===== config.mk =====
export PLATFORM = sky130hd
export DESIGN_NAME = mem_arbiter
export DESIGN_NICKNAME = d
export VERILOG_FILES = /design/src/rtl/mem_arb_pkg.sv /design/src/rtl/arb_prio.sv /design/src/rtl/mem_arbiter.sv
export SDC_FILE = /design/constraint.sdc
export NUM_CORES = 1
export LEC_CHECK = 0
export CAP_MARGIN = 15
export CELL_PAD_IN_SITES_DETAIL_PLACEMENT = 0
export CELL_PAD_IN_SITES_GLOBAL_PLACEMENT = 1
export CORE_AREA = 2 2 105 107
export CTS_BUF_LIST = sky130_fd_sc_hd__clkbuf_4
export DETAILED_ROUTE_END_ITERATION = 10
export DIE_AREA = 0 0 107 109
export DONT_BUFFER_PORTS = 1
export HOLD_SLACK_MARGIN = 0.12
export PLACE_DENSITY_LB_ADDON = 0.25
export SLEW_MARGIN = 10
export SYNTH_ARGS = -nofsm -noshare
export SYNTH_HDL_FRONTEND = slang
export SYNTH_SLANG_ARGS = --single-unit

===== constraint.sdc =====
create_clock -name clk -period 3.65 [get_ports clk]
set_input_delay 0 -clock clk [delete_from_list [all_inputs] [get_ports clk]]
set_output_delay 0 -clock clk [all_outputs]
set_load 0.01 [all_outputs]

===== src/rtl/mem_arb_pkg.sv =====
`default_nettype none
// ============================================================================
// Module      : mem_arb_pkg
// Description : Shared constants for the unified I/D memory arbiter.
// Revision    : 1.0 - initial release
// ============================================================================
package mem_arb_pkg;

    // Arbiter FSM states
    localparam logic [0:0] IDLE    = 1'b0;
    localparam logic [0:0] RD_WAIT = 1'b1;

    // Owner of the outstanding read
    localparam logic OWN_I = 1'b0;
    localparam logic OWN_D = 1'b1;

    localparam int LAT_W    = 2;
    localparam int STARVE_W = 4;

endpackage : mem_arb_pkg
`default_nettype wire


===== src/rtl/arb_prio.sv =====
`default_nettype none
// ============================================================================
// Module      : arb_prio
// Description : Data-priority pick between fetch and data ports with a
//               fetch starvation guard.
// Revision    : 1.0 - initial release
// ============================================================================
module arb_prio
    import mem_arb_pkg::*;
#(
    parameter int STARVE_MAX = 4
) (
    input  logic clk,
    input  logic reset,
    input  logic i_req,
    input  logic d_req,
    input  logic can_issue,
    output logic gnt_i,
    output logic gnt_d
);

    logic [STARVE_W-1:0] r_starve_q;
    logic [STARVE_W-1:0] w_starve_d;
    logic                w_i_wins;

    always_comb begin
        w_i_wins = i_req && (r_starve_q == STARVE_W'(STARVE_MAX));
        gnt_d    = can_issue && d_req && !w_i_wins;
        gnt_i    = can_issue && i_req && !gnt_d;

        // Count only cycles where fetch actually lost an issue slot to data
        w_starve_d = r_starve_q;
        if (!i_req || gnt_i) begin
            w_starve_d = '0;
        end else if (gnt_d && (r_starve_q != STARVE_W'(STARVE_MAX))) begin
            w_starve_d = r_starve_q + STARVE_W'(1);
        end
    end

    always_ff @(posedge clk) begin
        if (reset) begin
            r_starve_q <= '0;
        end else begin
            r_starve_q <= w_starve_d;
        end
    end

endmodule : arb_prio
`default_nettype wire


===== src/rtl/mem_arbiter.sv =====
`default_nettype none
// ============================================================================
// Module      : mem_arbiter
// Description : Single-port memory arbiter sharing one unified memory between
//               the fetch and load/store ports, fixed read latency.
// Revision    : 1.0 - initial release
// ============================================================================
module mem_arbiter
    import mem_arb_pkg::*;
#(
    parameter int MEM_LAT    = 1,
    parameter int STARVE_MAX = 4
) (
    input  logic        clk,
    input  logic        reset,
    input  logic        i_req,
    input  logic [31:0] i_addr,
    output logic        i_gnt,
    output logic        i_rvalid,
    output logic [31:0] i_rdata,
    input  logic        d_req,
    input  logic        d_we,
    input  logic [31:0] d_addr,
    input  logic [31:0] d_wdata,
    output logic        d_gnt,
    output logic        d_rvalid,
    output logic [31:0] d_rdata,
    output logic        m_en,
    output logic        m_we,
    output logic [31:0] m_addr,
    output logic [31:0] m_wdata,
    input  logic [31:0] m_rdata
);

    logic [0:0]       r_state_q, w_state_d;
    logic [LAT_W-1:0] r_cnt_q,   w_cnt_d;
    logic             r_owner_q, w_owner_d;

    logic w_resp;
    logic w_can_issue;
    logic w_gnt_i;
    logic w_gnt_d;
    logic w_rd_gnt;

    // Reset masks everything so all outputs read zero while it is held
    assign w_resp      = !reset && (r_state_q == RD_WAIT) && (r_cnt_q == '0);
    assign w_can_issue = !reset && ((r_state_q == IDLE) || w_resp);

    arb_prio #(
        .STARVE_MAX (STARVE_MAX)
    ) u_arb_prio (
        .clk       (clk),
        .reset     (reset),
        .i_req     (i_req),
        .d_req     (d_req),
        .can_issue (w_can_issue),
        .gnt_i     (w_gnt_i),
        .gnt_d     (w_gnt_d)
    );

    always_comb begin
        i_gnt    = w_gnt_i;
        d_gnt    = w_gnt_d;
        m_en     = w_gnt_i || w_gnt_d;
        m_we     = w_gnt_d && d_we;
        m_addr   = w_gnt_d ? d_addr : (w_gnt_i ? i_addr : '0);
        m_wdata  = (w_gnt_d && d_we) ? d_wdata : '0;

        i_rvalid = w_resp && (r_owner_q == OWN_I);
        d_rvalid = w_resp && (r_owner_q == OWN_D);
        i_rdata  = i_rvalid ? m_rdata : '0;
        d_rdata  = d_rvalid ? m_rdata : '0;

        w_rd_gnt = w_gnt_i || (w_gnt_d && !d_we);

        w_state_d = r_state_q;
        w_cnt_d   = r_cnt_q;
        w_owner_d = r_owner_q;
        if (w_rd_gnt) begin
            w_state_d = RD_WAIT;
            w_cnt_d   = LAT_W'(MEM_LAT - 1);
            w_owner_d = w_gnt_d ? OWN_D : OWN_I;
        end else if (w_resp) begin
            w_state_d = IDLE;
        end else if (r_state_q == RD_WAIT) begin
            w_cnt_d = r_cnt_q - LAT_W'(1);
        end
    end

    always_ff @(posedge clk) begin
        if (reset) begin
            r_state_q <= IDLE;
            r_cnt_q   <= '0;
            r_owner_q <= OWN_I;
        end else begin
            r_state_q <= w_state_d;
            r_cnt_q   <= w_cnt_d;
            r_owner_q <= w_owner_d;
        end
    end

endmodule : mem_arbiter
`default_nettype wire


==> results by group, run 1 <==
Power and ir drop
  – Comb pwr share: 0.409
  – Pwr dens: 163 mW/mm2
  – Total power draw: 267 uW
  – Clock Power Share: 0.253
  – Worst VDD drop: 55.6 uV
  – Internal: 167 uW
  – Net Switching: 100 uW
  – Switch share: 0.374
  – Share of power burned in registers: 0.338
  – Leakage: 0.726 nW

Global route
  – Number of global-route vias before repair: 1,328
  – Pin count of the biggest net entering global routing: 65
  – Congestion Overflow GR: 0
  – Global-route wire length before repair: 8.14 mm
  – GRT Util Overall: 0.0926
  – Antenna violations before repair: 2

Drt
  – Met2 wire len: 3.64 mm
  – Antenna violation net count after detailed routing: 0
  – DRC violations left: 0
  – DRT Pass-1 Iters: 4
  – Wl on met1: 2.17 mm
  – Starting DRC count in detailed routing: 50
  – Via count: 1,524
  – Met3 WL: 687 um
  – Wirelength, routed: 6.52 mm
  – DR top layer: met4
  – DR WL/cell: 19.5 um
  – Vias per Instance: 4.55

Cells and area
  – Layout cells sized above 1: 0.0619
  – Fin util: 0.155
  – Final net count: 332
  – Fin cells: 335
  – Final Cell Area: 0.00164 mm2
  – Layout area overhead: 9.90%

Yosys
  – Synth async-reset ratio: 0
  – Largest area contributor in the netlist: and2_1
  – Post-synthesis average cell area: 7.28 um2
  – Top cells by area, synth: and2_1, a22o_1, and3_1, dfxtp_1, buf_6
  – Top cell type's share of synthesized area: 0.273
  – Synth Flop Type: dfxtp_1
  – Count of different cell masters after synthesis: 31
  – Synthesized cell area: 0.00149 mm2
  – Synthesized flop and latch total: 8
  – Sequential share of the synthesized area: 0.107
  – Syn. warnings: 0
  – EDFF count, synth: 0
  – Synthesized Nets: 341
  – Post-Synthesis Cells: 205

Timing
  – Min Hold Slack: 0.127 ns
  – Skew final: 0.00388 ns
  – Minimum clock period: 2.25 ns
  – RSZ-0062 raised after global routing: false
  – Final Setup Violations: 0
  – Final-report hold violation count: 0
  – Worst slew pin tran: 1.00 ns
  – Setup slack after layout: 1.40 ns
  – Slew Limit Fails: 0
  – Fmax achieved: 0.445 GHz
  – Final worst path period share: 0.616
  – TNS Setup: 0 ns
  – Worst rel slew slack: 0.331

Setup path
  – R2r setup slk: 1.92 ns
  – Worst Setup Path Type: reg2out
  – Reg2reg end: r_state_q$_SDFFE_PP0P_
  – RR Startpoint: u_arb_prio.r_starve_q[0]$_SDFFE_PP0P_
  – Critical Path Fanout Max: 64
  – Worst EP arrival: 2.25 ns
  – WP buf/inv: 2
  – R2R cell count: 7
  – Critical path data required time: 3.65 ns
  – Worst-path cell chain: inv_1, ha_1, nand2b_1, o211a_2, buf_4, a22o_1
  – CP delay by family, top: compound AO/OA/AOI/OAI gates
  – Max incr delay on CP: 0.47 ns
  – Nature of the critical path endpoint: primary output
  – Slowest cell on crit path: buf_4
  – Critical Path Start Type: flip-flop

Hold path
  – Hold WC Path Type: in2reg
  – Worst hold start: d_req
  – Hold Crit Endpoint: u_arb_prio.r_starve_q[0]$_SDFFE_PP0P_
  – Hold Path Depth: 3

Floorplanning
  – Row count: 38
  – Die area: 0.0117 mm2
  – Io pins: 267
  – Core Box Area: 0.0106 mm2
  – Starting utilization of the core area: 0.141
  – Die height: 109 um
  – Die Wd: 107 um

Placed design
  – Placed cell areas: 0.00157 mm2
  – IO Port Bufs: 0
  – Detail Placement HPWL: 5.43 mm
  – GP Congestion: 0.743
  – Placement Setup Slack: 1.61 ns
  – Placed Cells: 327

CTS
  – CTS Buf Count: 3
  – CTS root buffer: clkbuf_4
  – Clk pin slew, worst setup/hold paths: 0.06 ns
  – CTS tree: done
  – CTS Buffer Depth: 2
  – Total setup buffers inserted after CTS: 0
  – CTS Sinks: 8
  – Hold Buf Count CTS: 4
  – H-tree Lvls: 1
  – CTS resizes: 0
  – Worst-skew pair later-pin latency: 0.25 ns

Outcome
  – Outcome: finished, final reports clean

Flow run
  – Max-cap violations: 0
-- worst reg2reg max path, cell delays in order (launching register included) --
cell and delay (ns):
dfxtp_1 0.32, inv_1 0.09, ha_1 0.20, nand3b_4 0.13
a21oi_4 0.19, inv_1 0.05, a31oi_1 0.14, dlygate4sd3_1 0.55
-- power by group through the flow --
stage	clock (mW)	sequential (mW)	combinational, mW
6_report	0.0676	0.0904	0.109
5_1_grt	0.0782	0.0905	0.119
3_5_place_dp	0	0.0923	0.106
3_3_place_gp	0	0.0924	0.106
2_1_floorplan	0	0.0919	0.0996
4_1_cts	0.0720	0.0904	0.112
-- placed cells by master, fill, tap and decap left out --
cell type and n:
a21oi_4 1, nor4b_1 1, mux2i_1 2, buf_4 3, nor2b_1 1, dlygate4sd3_1 4
and2_1 65, or3_1 1, a22o_1 32, nand2b_1 4, nor2_1 7, clkbuf_4 3
and3_1 33, nand4_1 1, nor3_1 1, a21oi_1 3, a31oi_1 1, nand3b_4 1
a2bb2oi_1 1, nor3_2 1, and2b_1 1, nor3b_4 1, diode_2 1, inv_1 6
xnor2_1 1, ha_1 3, o211a_2 1, nand3_1 3, nand2_1 2, nor2_2 1
xor2_1 1, dfxtp_1 8
-- worst max path at each step --
stage / from / endpoint / slack (ns) / depth (start not counted)
after floorplan: u_arb_prio.r_starve_q[0]$_SDFFE_PP0P_ / m_addr[23] / 2.10 / 7
after global placement: r_cnt_q[0]$_SDFFE_PP0P_ / m_addr[26] / 1.67 / 6
after detailed placement: r_cnt_q[0]$_SDFFE_PP0P_ / m_addr[26] / 1.61 / 6
after CTS: r_cnt_q[0]$_SDFFE_PP0P_ / m_addr[26] / 1.33 / 6
after global routing: r_cnt_q[0]$_SDFFE_PP0P_ / m_addr[26] / 1.16 / 6
final: r_cnt_q[0]$_SDFFE_PP0P_ / m_addr[26] / 1.40 / 6
-- final cells by class --
type	instances	area, um2
fill	1227	8960
multi-input combinational	170	1190
tap	140	175
sequential	8	160
timing repair buffer	7	62.6
clock buffer	3	22.5
inverter	6	22.5
antenna	1	2.50
-- cells in the mapped netlist (3+ instances only) --
cell type / instances
dfxtp_1: 8
nand3_1: 3
clkbuf_1: 10
and3_1: 33
nor2_1: 8
and2_1: 65
a22o_1: 32
nand2b_1: 4
inv_1: 6
buf_6: 4
buf_2: 4
ha_1: 3
a21oi_1: 3
-- per-layer routing --
metal | vias up | track usage
li1 | 693 | -
met1 | 692 | 0.0961
met2 | 135 | 0.187
met3 | 4 | 0.0263
met4 | 0 | 0.0139
met5 | - | 0
-- cell families after synthesis --
kind of cell,synth area share
buffers and inverters,0.0973
and+or+nand+nor,0.519
xor gates and xnor gates,0.0117
adders and majority gates,0.0252
AOI/OAI and AO/OA,0.226
DFF,0.107
muxes,0.0134
-- state kept, by name, indices dropped and copies added, names as in the netlist --
signal / cells
r_cnt_q: 2
r_owner_q: 1
u_arb_prio.r_starve_q: 4
r_state_q: 1
Power figures use the tool's default switching activity.
==> run 2: changes to the inputs <==
==> constraint.sdc (replaced) <==
create_clock -name clk -period 2.1 [get_ports clk]
set_input_delay 0 -clock clk [delete_from_list [all_inputs] [get_ports clk]]
set_output_delay 0 -clock clk [all_outputs]
set_load 0.01 [all_outputs]
==> results by group, run 2 (synthesis gave the netlist of run 1 again) <==
Drt
  – Vias per Instance: 4.52
  – DRT Pass-1 Iters: 4
  – DR WL/cell: 19.3 um
  – DRC violations left: 0
  – Starting DRC count in detailed routing: 75
  – Via count: 1,527
  – Antenna violation net count after detailed routing: 0
  – Wirelength, routed: 6.53 mm

Timing
  – Final worst path period share: 0.912
  – Worst slew pin tran: 0.383 ns
  – Skew final: 0.00334 ns
  – TNS Setup: 0 ns
  – Slew Limit Fails: 0
  – Fmax achieved: 0.522 GHz
  – Final Setup Violations: 0
  – Minimum clock period: 1.91 ns
  – Final-report hold violation count: 0
  – Worst rel slew slack: 0.743
  – RSZ-0062 raised after global routing: false
  – Setup slack after layout: 0.186 ns

Setup path
  – Critical path data required time: 2.10 ns
  – WP buf/inv: 2
  – Worst EP arrival: 1.91 ns
  – Nature of the critical path endpoint: primary output
  – Critical Path Fanout Max: 35
  – Worst Setup Path Type: reg2out
  – CP delay by family, top: compound AO/OA/AOI/OAI gates
  – Worst-path cell chain: inv_1, ha_1, nand3b_4, a21oi_4, nor3b_4, buf_12, a22o_1
  – Critical Path Start Type: flip-flop
  – Max incr delay on CP: 0.32 ns
  – Slowest cell on crit path: dfxtp_1

Floorplanning
  – Die area: 0.0117 mm2
  – Starting utilization of the core area: 0.141
  – Io pins: 267
  – Row count: 38
  – Die height: 109 um
  – Die Wd: 107 um
  – Core Box Area: 0.0106 mm2

Cells and area
  – Top Registers: u_arb_prio.r_starve_q x4, r_cnt_q x2
  – Layout cells sized above 1: 0.0808
  – Most common cell after layout, fill and taps aside: and2_1
  – Largest register FFs: 4
  – Fin cells: 338
  – Most frequent cells in the layout: and2_1, and3_1, a22o_1
  – Final net count: 336
  – Ant diodes: 0
  – Most flops, register: u_arb_prio.r_starve_q
  – Fin util: 0.160
  – Layout area overhead: 13.4%

Placed design
  – GP Congestion: 0.733
  – Detail Placement HPWL: 5.37 mm
  – IO Port Bufs: 0
  – Placed Cells: 331
  – Placement Setup Slack: 0.441 ns

CTS
  – CTS Buf Count: 3
  – CTS resizes: 0
  – Worst-skew pair later-pin latency: 0.26 ns
  – CTS tree: done
  – Total setup buffers inserted after CTS: 0
  – CTS Sinks: 8
  – H-tree Lvls: 1
  – CTS Buffer Depth: 2
  – CTS root buffer: clkbuf_4
  – Clk pin slew, worst setup/hold paths: 0.06 ns
  – Hold Buf Count CTS: 4

Global route
  – Global-route wire length before repair: 8.09 mm
  – Pin count of the biggest net entering global routing: 68
  – GRT Util Overall: 0.0933
  – Congestion Overflow GR: 0
  – Antenna violations before repair: 0
  – Number of global-route vias before repair: 1,365

Flow run
  – Max-cap violations: 0

Hold path
  – Hold WC Path Type: in2reg

Outcome
  – Outcome: finished, final reports clean

Power and ir drop
  – Leakage: 0.753 nW
  – Worst VDD drop: 87.7 uV
  – Pwr dens: 283 mW/mm2
==> run 2: changes by cell type in the layout (fill, tap and decap cells not counted) <==
cell     before  now
buf_12        0    2
diode_2       1    0
buf_4         3    5
==> run 2: worst paths after layout <==
check	start	end	slack, ns	cells past startpoint
min	i_req	r_cnt_q[0]$_SDFFE_PP0P_	0.14	4
max reg2reg	u_arb_prio.r_starve_q[0]$_SDFFE_PP0P_	r_state_q$_SDFFE_PP0P_	0.39	7
min reg2reg	u_arb_prio.r_starve_q[3]$_SDFFE_PP0P_	u_arb_prio.r_starve_q[3]$_SDFFE_PP0P_	0.53	2
max	u_arb_prio.r_starve_q[0]$_SDFFE_PP0P_	m_addr[29]	0.19	7
==> run 2: worst register-to-register path: stages (launching register included) <==
cell,delay (ns)
dfxtp_1,0.32
inv_1,0.09
ha_1,0.19
nand3b_4,0.12
a21oi_4,0.18
inv_1,0.05
a31oi_1,0.14
dlygate4sd3_1,0.55
==> run 2: area by class of cell <==
cell class	count	area, um2
clock buffer	3	22.5
fill	1222	8910
tap	140	175
timing repair buffer	11	118
inverter	6	22.5
sequential	8	160
multi-input combinational	170	1190
==> run 2: metal layers <==
metal / global-route usage / vias up / wire length [um] / share of wire
li1: - / 698 / - / -
met1: 0.0986 / 691 / 2150 / 0.33
met2: 0.191 / 136 / 3760 / 0.57
met3: 0.0161 / 2 / 598 / 0.092
met4: 0.0195 / 0 / 27 / 0.0041
met5: 0 / - / 0 / 0
==> run 2: metrics by stage <==
step	power, mW	hold WS, ns	cell area [um2]
4_1_cts	0.494	0.133	1690
2_1_floorplan	0.333	0.139	1490
6_report	0.478	0.141	1690
5_1_grt	0.514	0.150	1690
3_5_place_dp	0.353	0.0669	1630
3_3_place_gp	0.354	0.0661	1630
==> run 2: where the power goes <==
part	switching (mW)	internal (mW)
sequential	0.00198	0.155
combinational	0.123	0.0766
clock	0.0559	0.0657
==> run 3: changes to the inputs <==
--- a/config.mk
+++ b/config.mk
@@ -15,6 +15,7 @@
 export DONT_BUFFER_PORTS = 1
 export HOLD_SLACK_MARGIN = 0.12
 export PLACE_DENSITY_LB_ADDON = 0.25
+export RECOVER_POWER = 25
 export SLEW_MARGIN = 10
 export SYNTH_ARGS = -nofsm -noshare
 export SYNTH_HDL_FRONTEND = slang
==> results by group, run 3 (synthesis gave the netlist of run 1 again) <==
Timing
  – Fmax achieved: 0.522 GHz
  – Final worst path period share: 0.912
  – Final-report hold violation count: 0
  – Minimum clock period: 1.91 ns
  – Skew final: 0.00334 ns
  – Final Setup Violations: 0
  – Worst slew pin tran: 0.509 ns
  – Worst rel slew slack: 0.661
  – Slew Limit Fails: 0
  – RSZ-0062 raised after global routing: false
  – TNS Setup: 0 ns
  – Min Hold Slack: 0.141 ns

Setup path
  – Critical Path Start Type: flip-flop
  – R2r setup slk: 0.35 ns
  – Critical Path Fanout Max: 35
  – Critical path data required time: 2.10 ns
  – Worst Setup Path Type: reg2out
  – Nature of the critical path endpoint: primary output
  – Worst EP arrival: 1.91 ns

Drt
  – Wirelength, routed: 6.54 mm
  – Antenna violation net count after detailed routing: 0
  – DR WL/cell: 19.4 um
  – Vias per Instance: 4.51
  – DRC violations left: 0
  – DRT Pass-1 Iters: 4
  – Starting DRC count in detailed routing: 70
  – Via count: 1,524

Power and ir drop
  – Clock Power Share: 0.255
  – Net Switching: 181 uW
  – Internal: 296 uW
  – Pwr dens: 284 mW/mm2
  – Worst VDD drop: 87.6 uV
  – Comb pwr share: 0.416
  – Leakage: 0.718 nW
  – Switch share: 0.379
  – Share of power burned in registers: 0.329

Floorplanning
  – Starting utilization of the core area: 0.141
  – Die area: 0.0117 mm2
  – Die Wd: 107 um
  – Io pins: 267
  – Row count: 38
  – Die height: 109 um
  – Core Box Area: 0.0106 mm2

Placed design
  – GP Congestion: 0.733
  – IO Port Bufs: 0
  – Placed cell areas: 0.00163 mm2
  – Detail Placement HPWL: 5.37 mm

CTS
  – CTS Sinks: 8
  – Clk pin slew, worst setup/hold paths: 0.06 ns
  – Worst-skew pair later-pin latency: 0.26 ns
  – Total setup buffers inserted after CTS: 0
  – CTS tree: done
  – H-tree Lvls: 1
  – CTS root buffer: clkbuf_4
  – CTS Buffer Depth: 2
  – CTS Buf Count: 3

Global route
  – GRT Util Overall: 0.0933
  – Antenna violations before repair: 0
  – Congestion Overflow GR: 0
  – Number of global-route vias before repair: 1,365
  – Pin count of the biggest net entering global routing: 68
  – Global-route wire length before repair: 8.09 mm
  – Met2 Use GR: 0.191
  – Met1 Use GR: 0.0986
  – Most used routing layer: met2
  – Met3 Resource Use GR: 0.0161

Hold path
  – Hold WC Path Type: in2reg

Cells and area
  – Fillers: 1,228
  – Most flops, register: u_arb_prio.r_starve_q
  – Most common cell after layout, fill and taps aside: and2_1
  – Final Cell Area: 0.00168 mm2
  – Ant diodes: 0
  – Top Registers: u_arb_prio.r_starve_q x4, r_cnt_q x2
  – Final net count: 336
  – Layout cells sized above 1: 0.0707
  – Largest register FFs: 4
  – Most frequent cells in the layout: and2_1, and3_1, a22o_1
  – Layout area overhead: 12.6%

Outcome
  – Outcome: finished, final reports clean

Flow run
  – Max-cap violations: 0
run 3: cell count changes in the layout (fill, tap and decap cells not counted), sizes merged:
cell	previous run	this run
clkbuf	3	7
buf	7	3
run 3: worst max-delay path, stage by stage, from the launching register on:
cell and delay, ns:
dfxtp_1 0.32, inv_1 0.09, ha_1 0.19, nand3b_4 0.12
a21oi_4 0.18, nor3b_4 0.23, buf_12 0.21, a22o_1 0.29
run 3: metrics by stage:
| step | setup WS, ns | utilization | std cells | power [mW] |
|---|---|---|---|---|
| 2_1_floorplan | 0.548 | - | 205 | 0.333 |
| 5_1_grt | 0.0258 | 0.158 | 338 | 0.513 |
| 3_3_place_gp | 0.473 | 0.154 | 331 | 0.354 |
| 3_5_place_dp | 0.441 | 0.154 | 331 | 0.353 |
| 4_1_cts | 0.145 | 0.160 | 338 | 0.494 |
| 6_report | 0.186 | 0.158 | 338 | 0.477 |
run 3: metal layers:
metal / routed length [um] / vias to the layer above / share of wire
li1: - / 698 / -
met1: 2170 / 690 / 0.33
met2: 3760 / 134 / 0.57
met3: 591 / 2 / 0.090
met4: 27 / 0 / 0.0041
met5: 0 / - / 0
run 3: worst paths after layout:
kind / to / startpoint / depth (start not counted)
setup / recovery: m_addr[29] / u_arb_prio.r_starve_q[0]$_SDFFE_PP0P_ / 7
hold reg to reg: u_arb_prio.r_starve_q[3]$_SDFFE_PP0P_ / u_arb_prio.r_starve_q[3]$_SDFFE_PP0P_ / 2
hold / removal: r_cnt_q[0]$_SDFFE_PP0P_ / i_req / 4
setup reg to reg: r_state_q$_SDFFE_PP0P_ / r_cnt_q[0]$_SDFFE_PP0P_ / 6
run 3: timing repair:
action / in CTS / in global routing
hold buffers: 4 / 0
endpoints found under the setup margin: 0 / 0
resized for setup: 0 / 0
hold endpoints to repair: 9 / 0
run 3: layout make-up:
cell class	instances	area [um2]	area share
clock buffer	3	22.5	0.0134
inverter	6	22.5	0.0134
multi-input combinational	170	1190	0.711
sequential	8	160	0.0954
tap	140	175	0.104
timing repair buffer	11	105	0.0626
run 3: power groups by stage:
stage	registers, mW	clock network [mW]	logic, mW
final	0.157	0.122	0.199
after floorplan	0.160	0	0.173
after global routing	0.157	0.140	0.216
after CTS	0.157	0.133	0.204
after detailed placement	0.160	0	0.193
after global placement	0.160	0	0.193
